## config.mk

```make
export PLATFORM = sky130hd
export DESIGN_NAME = wb_upload_reader
export DESIGN_NICKNAME = d
export VERILOG_FILES = /design/src/rtl/archie_ul_pkg.sv /design/src/rtl/wb_upload_reader.sv
export SDC_FILE = /design/constraint.sdc
export NUM_CORES = 1
export LEC_CHECK = 0
export BUFFER_PORTS_ARGS = -buffer_cell sky130_fd_sc_hd__buf_2
export CAP_MARGIN = 20
export CORE_MARGIN = 2
export CORE_UTILIZATION = 58
export DETAILED_ROUTE_END_ITERATION = 6
export PLACE_DENSITY = 0.84
export SYNTH_ARGS = -nofsm -noshare
export SYNTH_HDL_FRONTEND = slang
export SYNTH_SLANG_ARGS = --single-unit
```

## constraint.sdc

```tcl
create_clock -name clk_sys -period 6.4 [get_ports clk_sys]
set_clock_uncertainty 0.15 [all_clocks]
set_input_delay 0.64 -clock clk_sys [delete_from_list [all_inputs] [get_ports clk_sys]]
set_output_delay 0.64 -clock clk_sys [all_outputs]
set_load 0.01 [all_outputs]
```

## src/rtl/archie_ul_pkg.sv

```systemverilog
// Shared types and constants for the SDRAM upload (read-back) path.
package archie_ul_pkg;

  typedef enum logic [1:0] {
    StIdle,
    StRead,
    StDone
  } ul_state_e;

  localparam logic [2:0]  WB_CTI_CLASSIC = 3'b000;
  localparam logic [15:0] DEAD_PATTERN   = 16'hDEAD;

  // addr[1]=0 selects the low half-word, addr[1]=1 the high half-word.
  function automatic logic [15:0] lane_sel(input logic [31:0] word, input logic hi);
    return hi ? word[31:16] : word[15:0];
  endfunction

endpackage

```

## src/rtl/wb_upload_reader.sv

```systemverilog
// HPS upload read-back: turns 16-bit ioctl reads into wishbone classic 32-bit SDRAM reads,
// with a one-word cache so the second half-word of a word is served without a bus cycle.
module wb_upload_reader #(
  parameter logic [25:0] BASE_ADDR = 26'h400000,
  parameter int unsigned TIMEOUT   = 1023
) (
  input  logic        clk_sys,
  input  logic        reset,
  input  logic        upload,
  input  logic [24:0] ioctl_addr,
  input  logic        ioctl_rd,
  output logic [15:0] ioctl_din,
  output logic        ioctl_wait,
  output logic        wb_cyc,
  output logic        wb_stb,
  output logic        wb_we,
  output logic [3:0]  wb_sel,
  output logic [2:0]  wb_cti,
  output logic [25:0] wb_adr,
  input  logic        wb_ack,
  input  logic [31:0] wb_dat_i,
  output logic        busy,
  output logic        error
);
  import archie_ul_pkg::*;

  localparam int unsigned CntW = (TIMEOUT < 1) ? 1 : $clog2(TIMEOUT + 1);

  ul_state_e   state_q, state_d;
  logic [CntW-1:0] cnt_q, cnt_d, cnt_inc;
  logic        upload_q, upload_d;
  logic [24:1] addr_q, addr_d;
  logic [31:0] cache_q, cache_d;
  logic [22:0] tag_q, tag_d;
  logic        valid_q, valid_d;
  logic [15:0] din_q, din_d;
  logic        wait_q, wait_d;
  logic        cyc_q, cyc_d;
  logic [25:0] adr_q, adr_d;
  logic        busy_q, busy_d;
  logic        error_q, error_d;
  logic        session_start;
  logic        hit;
  logic        unused_addr0;

  assign unused_addr0 = ioctl_addr[0];

  assign session_start = upload & ~upload_q;
  // A request in the same cycle as a session start must not hit on stale data.
  assign hit     = valid_q & ~session_start & (tag_q == ioctl_addr[24:2]);
  assign cnt_inc = cnt_q + CntW'(1);

  always_comb begin
    state_d  = state_q;
    cnt_d    = cnt_q;
    upload_d = upload;
    addr_d   = addr_q;
    cache_d  = cache_q;
    tag_d    = tag_q;
    valid_d  = valid_q;
    din_d    = din_q;
    wait_d   = wait_q;
    cyc_d    = cyc_q;
    adr_d    = adr_q;
    error_d  = error_q;

    if (session_start) begin
      valid_d = 1'b0;
      error_d = 1'b0;
    end

    case (state_q)
      StIdle: begin
        if (ioctl_rd && upload) begin
          if (hit) begin
            din_d = lane_sel(cache_q, ioctl_addr[1]);
          end else begin
            addr_d  = ioctl_addr[24:1];
            adr_d   = BASE_ADDR + {1'b0, ioctl_addr[24:2], 2'b00};
            cyc_d   = 1'b1;
            wait_d  = 1'b1;
            cnt_d   = '0;
            state_d = StRead;
          end
        end
      end
      StRead: begin
        if (wb_ack) begin
          cache_d = wb_dat_i;
          tag_d   = addr_q[24:2];
          valid_d = 1'b1;
          din_d   = lane_sel(wb_dat_i, addr_q[1]);
          cyc_d   = 1'b0;
          wait_d  = 1'b0;
          cnt_d   = '0;
          state_d = StIdle;
        end else if (cnt_inc == CntW'(TIMEOUT)) begin
          // cnt_inc counts READ cycles including this one, so wb_cyc is high TIMEOUT cycles.
          cyc_d   = 1'b0;
          din_d   = DEAD_PATTERN;
          error_d = 1'b1;
          wait_d  = 1'b0;
          cnt_d   = '0;
          state_d = StDone;
        end else begin
          cnt_d = cnt_inc;
        end
      end
      StDone: begin
        state_d = StIdle;
      end
      default: begin
        state_d = StIdle;
      end
    endcase

    busy_d = upload | (state_d != StIdle);
  end

  always_ff @(posedge clk_sys) begin
    if (reset) begin
      state_q  <= StIdle;
      cnt_q    <= '0;
      upload_q <= 1'b0;
      addr_q   <= '0;
      cache_q  <= '0;
      tag_q    <= '0;
      valid_q  <= 1'b0;
      din_q    <= '0;
      wait_q   <= 1'b0;
      cyc_q    <= 1'b0;
      adr_q    <= '0;
      busy_q   <= 1'b0;
      error_q  <= 1'b0;
    end else begin
      state_q  <= state_d;
      cnt_q    <= cnt_d;
      upload_q <= upload_d;
      addr_q   <= addr_d;
      cache_q  <= cache_d;
      tag_q    <= tag_d;
      valid_q  <= valid_d;
      din_q    <= din_d;
      wait_q   <= wait_d;
      cyc_q    <= cyc_d;
      adr_q    <= adr_d;
      busy_q   <= busy_d;
      error_q  <= error_d;
    end
  end

  assign ioctl_din  = din_q;
  assign ioctl_wait = wait_q;
  assign wb_cyc     = cyc_q;
  assign wb_stb     = cyc_q;
  assign wb_we      = 1'b0;
  assign wb_sel     = 4'b1111;
  assign wb_cti     = WB_CTI_CLASSIC;
  assign wb_adr     = adr_q;
  assign busy       = busy_q;
  assign error      = error_q;

endmodule

```

==> Word-level counts from Yosys, hierarchy flattened <==
Index checks and enable logic that the tools add are counted.
{ "totals": {"input_bits": 62, "ff_bits": 138, "out_inout_bits": 55} }
{ "classes": {"n_eq_ne": 7, "n_bitwise": 7, "addsub": 2, "n_reduce_logical": 9, "n_mux": 29} }
{ "op_table": {"columns": ["op", "n"], "rows": [
  ["16-bit 2-to-1 mux", 6],
  ["10-bit 2-to-1 mux", 4],
  ["16-bit one-hot mux with 2 select lines", 1],
  ["23-bit by 25-bit adder with 26-bit output, first input constant", 1],
  ["23-bit == test", 1],
  ["10-bit one-hot mux with 2 select lines", 1],
  ["1-bit 2-to-1 mux", 11],
  ["10-bit by 1-bit adder with 10-bit output, second input constant", 1],
  ["10-bit == test, second input constant", 1],
  ["2-bit 2-to-1 mux", 4],
  ["4-bit AND reduction", 2],
  ["2-bit inequality test, second input constant", 3],
  ["3-bit AND reduction", 2],
  ["2-bit one-hot mux with 2 select lines", 1],
  ["2-bit nonzero test", 2],
  ["1-bit AND", 3],
  ["3-bit inequality test, second input constant", 1],
  ["1-bit NOT", 3],
  ["2-bit by 1-bit == test with 1-bit output, second input constant", 1],
  ["2-bit zero test", 1],
  ["1-bit one-hot mux with 2 select lines", 1],
  ["2-bit AND reduction", 1],
  ["1-bit logical AND", 1],
  ["1-bit OR", 1]
]} }

==> Logic depth before layout (Yosys ltp) <==
Gate-level depths: netlist of the first run.
{ "depth": {"depth_word": 10, "depth_mapped": 9} }

==> Least setup slack after synthesis of the first run <==
No wires, ideal clock.
{ "synth_timing": {"path_kind": "input to register", "startpoint": "input port ioctl_addr[1]", "endpoint": "register din_q[10] (netlist: ioctl_din[10])", "arrival_time_ns": 2.030, "setup_ns": 0.072, "cell_stages": 5, "setup_slack_ns": 4.149, "cell_sequence": "clkbuf_1 clkbuf_1 mux2i_1 a221o_1 mux2i_1"} }
{ "synth_via": {"elab_chain_cells": 4} }
{ "synth_lines": {"columns": ["element", "line", "text"], "rows": [
  ["start, declared", "wb_upload_reader.sv:10", "input logic [24:0] ioctl_addr,"],
  ["16-bit 2-to-1 mux", "archie_ul_pkg.sv:15", "return hi ? word[31:16] : word[15:0];"],
  ["16-bit 2-to-1 mux", "wb_upload_reader.sv:75", "if (hit) begin"],
  ["16-bit 2-to-1 mux", "wb_upload_reader.sv:74", "if (ioctl_rd && upload) begin"],
  ["16-bit one-hot mux with 2 select lines", "wb_upload_reader.sv:72", "case (state_q)"],
  ["end signal, assigned", "wb_upload_reader.sv:143", "din_q <= din_d;"],
  ["end, declared", "wb_upload_reader.sv:36", "logic [15:0] din_q, din_d;"]
]} }
No other way between the ends. The select of a mux whose other input is x is not followed.
A chain may end at the register's enable or synchronous reset.

==> Final worst setup path of the first run <==
{ "layout_timing": {"startpoint": "register state_q[0]", "endpoint": "register din_q[2] (netlist: ioctl_din[2])"} }
{ "layout_via": {"elab_chain_cells": 3} }
{ "layout_lines": {"columns": ["element", "line", "text"], "rows": [
  ["start, declared", "wb_upload_reader.sv:29", "ul_state_e state_q, state_d;"],
  ["start signal, assigned", "wb_upload_reader.sv:122", "state_q <= StIdle;"],
  ["start signal, assigned", "wb_upload_reader.sv:136", "state_q <= state_d;"],
  ["2-bit by 1-bit == test with 1-bit output or 2-bit zero test (tied branches)", "wb_upload_reader.sv:72", null],
  ["3-bit inequality test (no source line) (tied with other cells)", null, null],
  ["4-bit AND reduction (no source line)", null, null]
]} }
Parallel ways exist; a longest one is shown, timed or not.

==> results.cfg, run 1 <==
[synth]
synth_area_per_cell_sq_um = 8.62
synth_edf_count = 0
netlist.area_leader.share = 0.435
syn-instance-count = 619
synthTopCellsByArea = dfxtp_1 44%, mux2i_1 14%, nand2_1 10%
synth.most_common_cell = nand2_1
yosysTopAreaCell = dfxtp_1
synth_cell_type_count = 44
yosysSeqAreaShare = 0.435
ys_warn_count = 0
synth_area_sq_um = 5340
async_reset_ff_frac = 0
ys_top_cells_by_count = 145 x nand2_1, 116 x dfxtp_1, 73 x mux2i_1
synth-main-ff-cell = dfxtp_1
ys_ff_latch = 116

[die]
pin_count = 117
die_h_um = 99.9
core_region_area_sq_um = 9060
die_x_um = 99.9
num_rows = 35
start_util = 0.589
die_area_sq_um = 9980

[clocking]
htree_num_levels = 4
cts_buffers = 17
hold_buffers = 0
cts_resized = 0
clkTransAtPathRegs_ns = 0.06
cts_tree = built
cts_setup_buffers = 0
cts_max_path_buffers = 2
worst_skew_pair.late_latency_ns = 0.51
cts_num_sinks = 116
root_buffer = clkbuf_8

[setup_path]
required_ns = 6.62
cp.arrival_ns = 2.87
path_max_fanout = 44
start_kind = flip-flop
crit_type = flip-flop to flip-flop
crit_path_end_kind = flip-flop

[detailed_routing]
vias = 4554
vias_per_cell = 5.64
wirelength_um = 12600
drtIter0Drc = 253
drtPass1Iterations = 5
post_drt_wl_per_cell_um = 15.6
ant_nets = 0
drc = 0

[timing]
slew_headroom = 0.275
min_period_ns = 2.65
fin_setup_tns_ns = 0
fin_crit_sh = 0.414
drv_slew = 0
clock.fmax_ghz = 0.377
setup_violations = 0
rsz0062_at_grt = no
hold_viol_final = 0
tightestPinTransition_ns = 1.09

[final_layout]
multi_input_area_sq_um = 2650
ff_latch_area_sq_um = 2320
antenna_cells = 0
fill_cells = 664
area_growth_pct = 18.0
fin_cells = 807
final_nets = 748
drive_above_1_share = 0.218

[grt]
grt_usage = 0.250
grt-ovfl-total = 0
grt_max_degree = 109
grt_antenna_before_repair = 0
first_global_vias = 4324
grt_pass1_wl_um = 20000

[place]
place_inst = 775
hpwl_um = 8030
gp_congestion = 0.868
portBuffers = 105

[worst_hold_path]
hold_path_class = input pin to flip-flop

[pwr]
power.density_nw_per_um2 = 298
peakVddDrop_mv = 0.275
p_leak_nw = 2.55

[run_status]
outcome = completed

[run]
maxCapViolCount = 0
==> routing by layer <==
layer  routed length, um  global-route usage  vias up
met2                6440               0.445      154
li1                    -                   -     2186
met4                 214              0.0980        0
met5                   0                   0        -
met1                5160               0.291     2192
met3                 795              0.0592       22
==> layout make-up <==
| cell class | instances | share of cell area |
|---|---|---|
| Clock buffer | 21 | 0.0745 |
| Sequential cell | 116 | 0.369 |
| Timing Repair Buffer | 108 | 0.0874 |
| Tap cell | 111 | 0.0221 |
| Inverter | 4 | 0.00238 |
| Clock inverter | 11 | 0.0234 |
| Multi-Input combinational cell | 436 | 0.421 |
==> stage by stage <==
step	util	hold WS [ns]	area (sq um)	setup slack (ns)	total power, mW
finish	0.695	0.223	6300	3.75	1.87
global placement	0.627	0.287	5680	3.36	0.911
global route	0.695	0.235	6300	3.51	1.92
floorplan	-	0.281	5370	4.15	0.875
detailed placement	0.627	0.296	5680	3.27	0.917
CTS	0.695	0.212	6300	3.77	1.88
==> report_power, final <==
group	switching (mW)	leakage, nW	internal, mW
Clock	0.334	0.293	0.635
Combinational	0.0873	1.32	0.0610
Sequential	0.0143	0.940	0.742
==> final timing paths <==
kind / from / endpoint / slack [ns] / cells past startpoint
max: state_q[0] / ioctl_din[2] / 3.75 / 6
min: wb_dat_i[28] / cache_q[28] / 0.22 / 3
max reg2reg: state_q[0] / ioctl_din[2] / 3.75 / 6
min reg2reg: cache_q[11] / cache_q[11] / 0.30 / 2
==> registers in the layout, summed over array words and instances (netlist names) <==
register and flops:
addr_q 24, tag_q 23, cache_q 32, error 1
cnt_q 10, busy 1, ioctl_din 16, wb_cyc 1
valid_q 1, wb_adr 4, state_q 2, upload_q 1
==> cells by family after synthesis <==
logic type / Yosys count / share of synthesized area
AND/OR/NAND/NOR: 215 / 0.167
multiplexers: 73 / 0.137
XOR/XNOR: 27 / 0.0443
adder cells (fa/ha/maj): 3 / 0.00703
other: 2 / 0.00141
flip-flops: 116 / 0.435
buffers and inverters: 75 / 0.0774
AO/OA/AOI/OAI: 108 / 0.131
==> layout by cell type, fill, tap and decap left out, types with 2 or more instances in the layout <==
cell,n
a311oi_1,2
bufinv_16,3
o22ai_1,5
nand4_1,6
nor3_1,4
nor2_1,37
o21a_1,2
clkbuf_8,5
nand2b_1,4
mux2i_1,73
clkbuf_16,16
o21ai_0,11
a211oi_1,2
nand2_1,144
dfxtp_1,116
ha_1,3
buf_2,104
a211o_1,2
a32oi_1,3
clkinv_2,2
a21oi_1,61
nand3_1,7
inv_6,2
buf_4,4
conb_1,10
clkinvlp_4,4
a221o_1,11
xor2_1,4
xnor2_1,23
inv_1,3
and2_1,3
==> worst max-delay path: stages, from the launching register on <==
cell and delay, ns:
dfxtp_1 0.42, inv_1 0.10, nor2_2 0.46, and2_2 0.55, buf_4 0.48, a221o_1 0.25
mux2i_1 0.08
No activity file was read; power rests on OpenSTA's default activity.
==> run 2: changes to the inputs <==
--- a/config.mk
+++ b/config.mk
@@ -8,9 +8,9 @@
 export BUFFER_PORTS_ARGS = -buffer_cell sky130_fd_sc_hd__buf_2
 export CAP_MARGIN = 20
 export CORE_MARGIN = 2
-export CORE_UTILIZATION = 58
+export CORE_UTILIZATION = 54
 export DETAILED_ROUTE_END_ITERATION = 6
-export PLACE_DENSITY = 0.84
+export PLACE_DENSITY = 0.79
 export SYNTH_ARGS = -nofsm -noshare
 export SYNTH_HDL_FRONTEND = slang
 export SYNTH_SLANG_ARGS = --single-unit
==> constraint.sdc (replaced) <==
create_clock -name clk_sys -period 2.5 [get_ports clk_sys]
set_clock_uncertainty 0.15 [all_clocks]
set_input_delay 0.25 -clock clk_sys [delete_from_list [all_inputs] [get_ports clk_sys]]
set_output_delay 0.25 -clock clk_sys [all_outputs]
set_load 0.01 [all_outputs]
==> results.cfg, run 2 (synthesis results as in run 1) <==
[timing]
min_period_ns = 2.37
fin_crit_sh = 0.949
drv_slew = 0
fin_setup_tns_ns = 0
rsz0062_at_grt = no
tightestPinTransition_ns = 0.760
hold_viol_final = 0
setup_violations = 0
clock.fmax_ghz = 0.422
slew_headroom = 0.491

[setup_path]
r2r-end = ioctl_din[3]
cp_slowest_cell = dfxtp_1
slowest_delay_ns = 0.46
path_max_fanout = 16
cp.depth = 6
path_cells = nand4_2 -> nor3_1 -> xor2_2 -> a31o_4 -> o21ai_4 -> mux2i_1
cp.arrival_ns = 2.66
crit_path_end_kind = flip-flop
r2r_start = cnt_q[3]
crit_family = compound AO/OA/AOI/OAI gates
required_ns = 2.78
critical_path_buf_inv_count = 0
r2r_slack_ns = 0.13
crit_type = flip-flop to flip-flop
r2r.worst_path.cells = 6
start_kind = flip-flop

[final_layout]
final_nets = 820
largest_register_ffs = 32
regMostFlops = cache_q
drive_above_1_share = 0.216
final_common_cell = nand2_1
fin_cells = 901
area_growth_pct = 31.7
layout_common_cells = 144 x nand2_1, 116 x dfxtp_1, 104 x buf_2
antenna_cells = 0
largestRegisters = cache_q (32), addr_q (24), tag_q (23)

[die]
start_util = 0.551
die_x_um = 103
die_h_um = 103
num_rows = 36
die_area_sq_um = 10700
core_region_area_sq_um = 9680
pin_count = 117

[worst_hold_path]
hold_path_class = input pin to flip-flop
hp-start = wb_ack
holdPathEnd = state_q[1]
whs_path_depth = 3

[clocking]
cts_buffers = 17
htree_num_levels = 4
cts_num_sinks = 116
root_buffer = clkbuf_8
clkTransAtPathRegs_ns = 0.06
worst_skew_pair.late_latency_ns = 0.53
cts_max_path_buffers = 2
cts_tree = built

[detailed_routing]
drc = 0
vias = 4934
ant_nets = 0
post_drt_wl_per_cell_um = 16.0
wirelength_um = 14400
drtPass1Iterations = 6
vias_per_cell = 5.48
drtIter0Drc = 344

[place]
place_inst = 807
gp_congestion = 0.815
portBuffers = 105
hpwl_um = 8460

[grt]
first_global_vias = 4753
grt_usage = 0.268
grt-ovfl-total = 0
grt_pass1_wl_um = 22000
grt_antenna_before_repair = 0
grt_max_degree = 52

[pwr]
power.density_nw_per_um2 = 692
power_mw = 4.86
p_leak_nw = 2.86
peakVddDrop_mv = 0.458

[run_status]
outcome = completed

[run]
maxCapViolCount = 0
-- run 2: metal layers --
layer / global-route usage / share of wire / up-vias
met3: 0.0632 / 0.060 / 48
li1: - / - / 2339
met4: 0.133 / 0.034 / 0
met1: 0.306 / 0.41 / 2334
met2: 0.469 / 0.50 / 213
met5: 0 / 0 / -
-- run 2: worst max-delay path by stage --
stage                    end  slack, ns          start
4_1_cts         ioctl_din[3]        0.1       cnt_q[3]
5_1_grt               wb_cyc       0.02       cnt_q[1]
2_1_floorplan  ioctl_din[10]       0.34       cnt_q[0]
3_5_place_dp   ioctl_din[15]       0.14       cnt_q[3]
3_3_place_gp       addr_q[3]       0.17  ioctl_addr[4]
6_report        ioctl_din[3]       0.13       cnt_q[3]
-- run 2: cell type report --
| class | instances | area, sq um |
|---|---|---|
| clock inverter | 14 | 175 |
| timing repair buffer | 180 | 1260 |
| multi-input combinational | 436 | 2670 |
| sequential | 116 | 2320 |
| inverter | 4 | 15.0 |
| fill | 640 | 2660 |
| tap | 133 | 166 |
| clock buffer | 18 | 418 |
-- run 2: through the flow --
stage           util  setup slack, ns  hold slack [ns]  instance area (sq um)
6_report       0.726            0.128           0.0498                   7030
5_1_grt        0.726           0.0185           0.0787                   7030
4_1_cts        0.722           0.0991           0.0208                   6990
3_5_place_dp   0.600            0.138            0.291                   5810
3_3_place_gp   0.600            0.170            0.289                   5810
2_1_floorplan      -            0.344            0.196                   5370
-- run 2: power by group --
| group | switching, mW | total (mW) | internal [mW] |
|---|---|---|---|
| registers | 0.0304 | 1.93 | 1.90 |
| logic | 0.255 | 0.484 | 0.228 |
| clock network | 0.924 | 2.45 | 1.53 |
-- run 2: worst reg2reg max path, cell delays in order (launching register included) --
cell	delay, ns
dfxtp_1	0.46
nand4_2	0.22
nor3_1	0.36
xor2_2	0.19
a31o_4	0.30
o21ai_4	0.28
mux2i_1	0.31
-- run 2: what timing repair did --
item / 4_1_cts / 5_1_grt
hold buffers: 59 / 0
endpoints found under the setup margin: 0 / 11
hold endpoints to repair: 68 / 0
buffers inserted: 0 / 3
resized for setup: 0 / 3
